--- src/rtl/tag_free_list.sv ---
// Free list of rename/reservation tags: allocate at dispatch, release out of order
// at retirement, and rewind the allocation pointer to a branch checkpoint on mispredict.
module tag_free_list #(
  parameter int TAG_W    = 5,
  parameter int NUM_CKPT = 4,
  parameter int CKPT_W   = 2
) (
  input  logic              clock,
  input  logic              nreset,
  input  logic              flush_valid,
  input  logic              alloc_en,
  output logic [TAG_W-1:0]  tag_out,
  output logic              alloc_valid,
  input  logic              release_en,
  input  logic [TAG_W-1:0]  release_tag,
  input  logic              ckpt_en,
  input  logic [CKPT_W-1:0] ckpt_id,
  input  logic              restore_en,
  input  logic [CKPT_W-1:0] restore_id,
  output logic [TAG_W:0]    free_count,
  output logic              all_free,
  output logic              err
);

  localparam int DEPTH = 1 << TAG_W;
  localparam logic [TAG_W:0] DEPTH_PTR = (TAG_W+1)'(DEPTH);

  logic [TAG_W-1:0] mem  [DEPTH];
  logic [TAG_W:0]   ckpt [NUM_CKPT];
  logic [TAG_W:0]   rp;
  logic [TAG_W:0]   wp;
  logic             err_q;

  logic             do_alloc;
  logic             do_release;
  logic             alloc_under;
  logic             release_over;
  logic [TAG_W:0]   rp_next_alloc;

  assign free_count  = wp - rp;
  assign alloc_valid = (free_count != '0);
  assign all_free    = (free_count == DEPTH_PTR);
  assign tag_out     = mem[rp[TAG_W-1:0]];
  assign err         = err_q;

  // A restore owns the read pointer for the cycle, so allocation is suppressed then.
  assign do_alloc      = alloc_en && alloc_valid && !restore_en;
  assign do_release    = release_en && !all_free;
  assign alloc_under   = alloc_en && !alloc_valid && !restore_en;
  assign release_over  = release_en && all_free;
  assign rp_next_alloc = do_alloc ? rp + 1'b1 : rp;

  always_ff @(posedge clock or negedge nreset) begin
    if (!nreset) begin
      rp    <= '0;
      wp    <= DEPTH_PTR;
      err_q <= 1'b0;
    end else if (flush_valid) begin
      rp    <= '0;
      wp    <= DEPTH_PTR;
      err_q <= 1'b0;
    end else begin
      if (restore_en) begin
        rp <= ckpt[restore_id];
      end else begin
        rp <= rp_next_alloc;
      end
      if (do_release) begin
        wp <= wp + 1'b1;
      end
      if (alloc_under || release_over) begin
        err_q <= 1'b1;
      end
    end
  end

  always_ff @(posedge clock or negedge nreset) begin
    if (!nreset) begin
      for (int i = 0; i < DEPTH; i++) mem[i] <= TAG_W'(i);
    end else if (flush_valid) begin
      for (int i = 0; i < DEPTH; i++) mem[i] <= TAG_W'(i);
    end else if (do_release) begin
      mem[wp[TAG_W-1:0]] <= release_tag;
    end
  end

  // The checkpoint captures rp after this cycle's allocation, so the branch's own tag survives a restore.
  always_ff @(posedge clock or negedge nreset) begin
    if (!nreset) begin
      for (int i = 0; i < NUM_CKPT; i++) ckpt[i] <= '0;
    end else if (flush_valid) begin
      for (int i = 0; i < NUM_CKPT; i++) ckpt[i] <= '0;
    end else if (ckpt_en && !restore_en) begin
      ckpt[ckpt_id] <= rp_next_alloc;
    end
  end

endmodule

--- config.mk ---
export PLATFORM = sky130hd
export DESIGN_NAME = tag_free_list
export DESIGN_NICKNAME = d
export VERILOG_FILES = /design/src/rtl/tag_free_list.sv
export SDC_FILE = /design/constraint.sdc
export NUM_CORES = 1
export LEC_CHECK = 0
export CORE_MARGIN = 2
export CORE_UTILIZATION = 50
export CTS_CLUSTER_SIZE = 10
export DETAILED_ROUTE_END_ITERATION = 10
export HOLD_SLACK_MARGIN = 0.12
export PLACE_DENSITY = 0.66
export SYNTH_ARGS = -nofsm -noshare
export SYNTH_HDL_FRONTEND = slang
export SYNTH_SLANG_ARGS = --single-unit
export TNS_END_PERCENT = 10
--- constraint.sdc ---
create_clock -name clock -period 8.35 [get_ports clock]
set_input_delay 1.67 -clock clock [delete_from_list [all_inputs] [get_ports clock]]
set_output_delay 1.67 -clock clock [all_outputs]
set_load 0.05 [all_outputs]
[Word-level counts from Yosys, hierarchy flattened]
Cells that the tools add are included.
Cells by class
  add/subtract/negate cells: 3
  reduce and logical (&&, ||, !) cells: 17
  bitwise gates (word level): 4
  shift-type cells: 0
  equality and inequality tests: 1
  multiply operators: 0
  magnitude comparators: 6
  multiplexer cells: 23
  div/mod/pow operators: 0
Operators with widths (number)
  $mux 160: 2
  $bwmux 160: 1
  $mux 24: 2
  $mux 6: 8
  $bmux 5 s5: 1
  $demux 5 s5: 1
  $bwmux 24: 1
  $mux 5: 3
  $add 6x1->6 const B: 2
  $bmux 6 s2: 1
  $demux 6 s2: 1
  $ge 6x6->1 const B: 2
  $not 5->6: 2
  $logic_and 1x1->1: 9
  $eq 6x6->1 const B: 1
  $ge 3x3->1 const B: 2
  $lt 6x1->1 const B: 1
  $not 2->3: 2
  $reduce_bool 2->1: 3
  $reduce_bool 6->1: 1
  $sub 6x6->6: 1
  $logic_not 1->1: 3
  $lt 3x1->1 const B: 1
  $mux 1: 2
  $logic_or 1x1->1: 1
Word-level totals
  bits in writable memories: 0
  output and inout bits: 14
  memories kept: 0
  register bits after elaboration: 197
  bits in read-only memories: 0
  word-level logic and storage cells: 93
  input bits: 16
  bits in latches: 0

[Logic depth before layout (Yosys ltp)]
  depth in word-level cells: 8
  mapped depth: 13
  depth with buffers taken out: 10

[Least setup slack after synthesis]
No wires, ideal clock.
  kind: reg2out
  start: register rp[2]
  end: output port alloc_valid
  path buffers: 2
  arrival: 3.387 ns
  cell stages (with the launch flop): 10
  setup slack: 3.293 ns
  required time: 6.680 ns
  cell sequence: dfrtp_1 -> inv_1 -> buf_1 -> ha_1 -> xnor2_1 -> nor2_1 -> mux2i_1 -> nor4_1 -> buf_2 -> inv_1
On the way
  cells in the longest elaborated chain, start to end: 2
Ends and longest elaborated chain
  start, declared: RTL line 30  | logic [TAG_W:0] rp;
  start signal, assigned: RTL line 64  | rp <= ckpt[restore_id];
  start signal, assigned: RTL line 66  | rp <= rp_next_alloc;
  $sub 6x6->6: RTL line 40  | assign free_count = wp - rp;
  net free_count[2]: RTL line 20  | output logic [TAG_W:0] free_count,
  $reduce_bool 6->1: RTL line 41  | assign alloc_valid = (free_count != '0);
  end, declared: RTL line 13  | output logic alloc_valid,
The timed path passes the listed nets, and every way through them passes these cells.

[Worst setup path in the final report]
  start: register rp[3]
  end: output port all_free
On the way
  cells in the longest elaborated chain, start to end: 2
Ends and longest elaborated chain
  $sub 6x6->6: RTL line 40
  $eq 6x6->1: RTL line 42  | assign all_free = (free_count == DEPTH_PTR);
  end, declared: RTL line 21  | output logic all_free,
Every way passes these cells.

==> results by group <==
Critical path
  – R2R Path Start: rp[3]$_DFF_PN0_
  – Crit. End Element: output pin
  – R2R Path End: mem[0]$_DFFE_PN1P_
  – Startpoint Class: flip-flop
  – Kind of critical path: reg2out
  – CP cell instances: inv_1 -> ha_1 -> o21ai_0 -> a21oi_1 -> a31o_1 -> o211ai_4 -> buf_4 -> inv_2 -> clkdlybuf4s50_1
  – CP max stage delay: 0.88 ns
  – Critical Path Slowest Stage Cell: dfrtp_1
  – R2R setup slack: 4.51 ns
  – Worst Path Arrival: 4.19 ns
  – Register-to-Register Path Depth: 9
  – Maximum fanout along the worst path: 35
  – Worst Path Required: 6.68 ns

Yosys
  – Asr flop ratio synth: 100.0%
  – Register bit total from synthesis: 197
  – Mapped Cells: 912
  – Number of synthesized flops with an enable pin: 0
  – Mapped Area: 10640 µm²
  – Post-synthesis sequential area ratio: 47.29%
  – Netlist cell types: 55
  – Yosys warns: 0
  – Syn nets: 939
  – Main synth FF type: dfrtp_1
  – Syn avg cell area: 11.66 µm²

STA
  – Final min period: 5.858 ns
  – Fin. max-slew vios: 0
  – Endpoints failing setup: 0
  – Final period util: 70.16%
  – Skew final: 0.006702 ns
  – RSZ-0062 raised after global routing: false
  – Max Clock Freq: 170.7 MHz
  – Slew headroom: 20.17%
  – Slew @ Worst Pin: 1.193 ns
  – Hold WS: 0.4823 ns
  – Setup tns final: 0 ns
  – Final Hold Violating Endpoints: 0

Drt
  – Routed wire length per instance: 21.85 µm
  – WL final: 25920 µm
  – Antenna-violating nets left: 0
  – DRC: 0
  – Vias/cell: 5.964
  – Pre-antenna DRT Iters: 7
  – Vias: 7073
  – Iter 0 DRT Violations: 487

Clock network
  – Clk_lat worst skew: 0.44 ns
  – Hold buffer count at cts: 0
  – H-tree levels: 4
  – TritonCTS clock tree: built
  – Num Clock Sinks: 197
  – Setup Buffers After CTS: 0
  – TritonCTS buffer count: 17
  – CTS Buffer Depth: 2
  – CTS Root Cell: clkbuf_16
  – Clock-pin slew on the worst setup and hold paths: 0.07 ns
  – Post-cts sizing count: 0

GRT
  – GRT Util Overall: 24.53%
  – Initial antenna violation count: 0
  – Vias in the first global route: 7115
  – First-pass GRT wire length: 41680 µm
  – Largest net degree at the start of global routing: 91
  – Total grt overflow: 0

Hold path
  – Hold Path Sink: ckpt[2]$_DFFE_PN0P_
  – Hold depth: 2
  – Min-delay src: ckpt[2]$_DFFE_PN0P_
  – Hold Path Class: reg2reg

Die
  – Area of the core: 20960 µm²
  – Io pins: 30
  – Die ar.: 22460 µm²
  – Chip height: 149.9 µm
  – Die Wd: 149.9 µm
  – Initial Util: 50.76%
  – FP Rows: 53

Power and ir drop
  – Peak VDD IR: 0.0001318 V
  – Pwr dens: 178.0 nW/µm²
  – P_leak: 5.359 nW

Finish
  – Final instance count without filler cells: 1186
  – Syn-to-layout area delta: 9.139%
  – Most frequent cells in the layout: 163 x mux2i_1, 128 x nand2_1, 114 x dfrtp_1
  – Share of cells above drive strength 1: 23.16%
  – Fillcell total: 1825
  – N_diodes: 0
  – FF/Latch Area: 5034 µm²
  – Multi-input gate area: 5220 µm²
  – Commonest non-fill, non-tap cell in the layout: mux2i_1
  – Final layout net count: 925

Place
  – Placed cell count: 1154
  – Dpl hpwl: 16660 µm
  – Routability congestion estimate: 0.8191
  – Port bufs: 29

Run status
  – Outcome: finished, final reports clean

Run
  – Max cap viols: 0
## report_power, final
part / switching (mW) / leakage, nW / internal [mW]
logic: 0.181 / 2.62 / 0.0848
clock network: 0.375 / 0.281 / 0.449
registers: 0.0111 / 2.46 / 0.964
total: 0.568 / 5.36 / 1.50
## sequential cells by signal, summed over array words and instances (netlist names)
name / flops
ckpt: 24
rp: 6
err: 1
mem: 160
wp: 6
## cell usage after synthesis, types with 3 or more instances
cell type	count	area share [%]
a21oi_1	10	0.47
a31oi_1	5	0.29
and2_1	6	0.35
and3_1	8	0.47
buf_1	6	0.21
buf_2	11	0.52
buf_6	4	0.42
clkbuf_1	50	1.8
dfrtp_1	116	27
dfstp_2	81	20
ha_1	10	1.2
inv_1	13	0.46
mux2i_1	163	15
mux4_2	56	12
nand2_1	128	4.5
nand3_1	28	1.3
nand3_4	10	1.6
nand4_1	3	0.18
nand4_2	7	0.82
nor2_1	94	3.3
nor3_1	3	0.14
nor3b_1	4	0.28
o211ai_1	13	0.92
o21ai_0	25	1.2
or3_1	5	0.29
or4_1	13	0.92
xnor2_1	3	0.25
## worst max-delay path, delay by kind of cell, from the launching register on
kind	cells	cell delay, ns
adder cells (fa/ha/maj)	1	0.40
flip-flops	1	0.88
buffers and inverters	4	1.53
AO/OA/AOI/OAI	4	0.94
## metal layers
layer	track usage, %	vias to the layer above	wire, µm
met5	0	-	0
met2	37.58	148	12190
met3	4.329	29	1109
met1	36.51	3672	12200
met4	5.991	0	418
li1	-	3224	-
## logic make-up (layout without fill, tap and decap cells)
kind of cell / after synthesis / after routing / synth area share (%)
DFF: 197 / 197 / 47.29
buffers and inverters: 88 / 87 / 3.658
muxes: 220 / 220 / 27.30
xor gates and xnor gates: 7 / 7 / 0.7176
and+or+nand+nor: 322 / 322 / 15.28
adders and majority gates: 11 / 11 / 1.364
AOI/OAI and AO/OA: 67 / 67 / 4.387
## worst max path at each step
stage	cells past startpoint	from	end	slack (ns)
floorplan	9	rp[2]$_DFF_PN0_	alloc_valid	3.29
global placement	9	rp[3]$_DFF_PN0_	all_free	3.01
detailed placement	9	rp[3]$_DFF_PN0_	all_free	2.97
CTS	9	rp[3]$_DFF_PN0_	all_free	2.49
global route	9	rp[3]$_DFF_PN0_	all_free	2.24
finish	9	rp[3]$_DFF_PN0_	all_free	2.49
## per-stage QoR
stage / instance area (µm²) / power (mW) / utilization, % / setup WS [ns]
finish: 11610 / 2.066 / 55.40 / 2.492
global route: 11610 / 2.145 / 55.40 / 2.244
CTS: 11610 / 2.086 / 55.40 / 2.486
detailed placement: 11030 / 1.260 / 52.63 / 2.968
global placement: 11030 / 1.258 / 52.63 / 3.014
floorplan: 10640 / 1.171 / - / 3.293
## final cells by class
class                           instances  area share [%]
Multi-Input combinational cell        627           44.96
Sequential cell                       197           43.36
Clock buffer                           23           4.214
Timing Repair Buffer                   40           3.222
Tap cell                              275           2.964
Clock inverter                          9          0.7975
Inverter                               15          0.4850
Power figures use the tool's default switching activity.
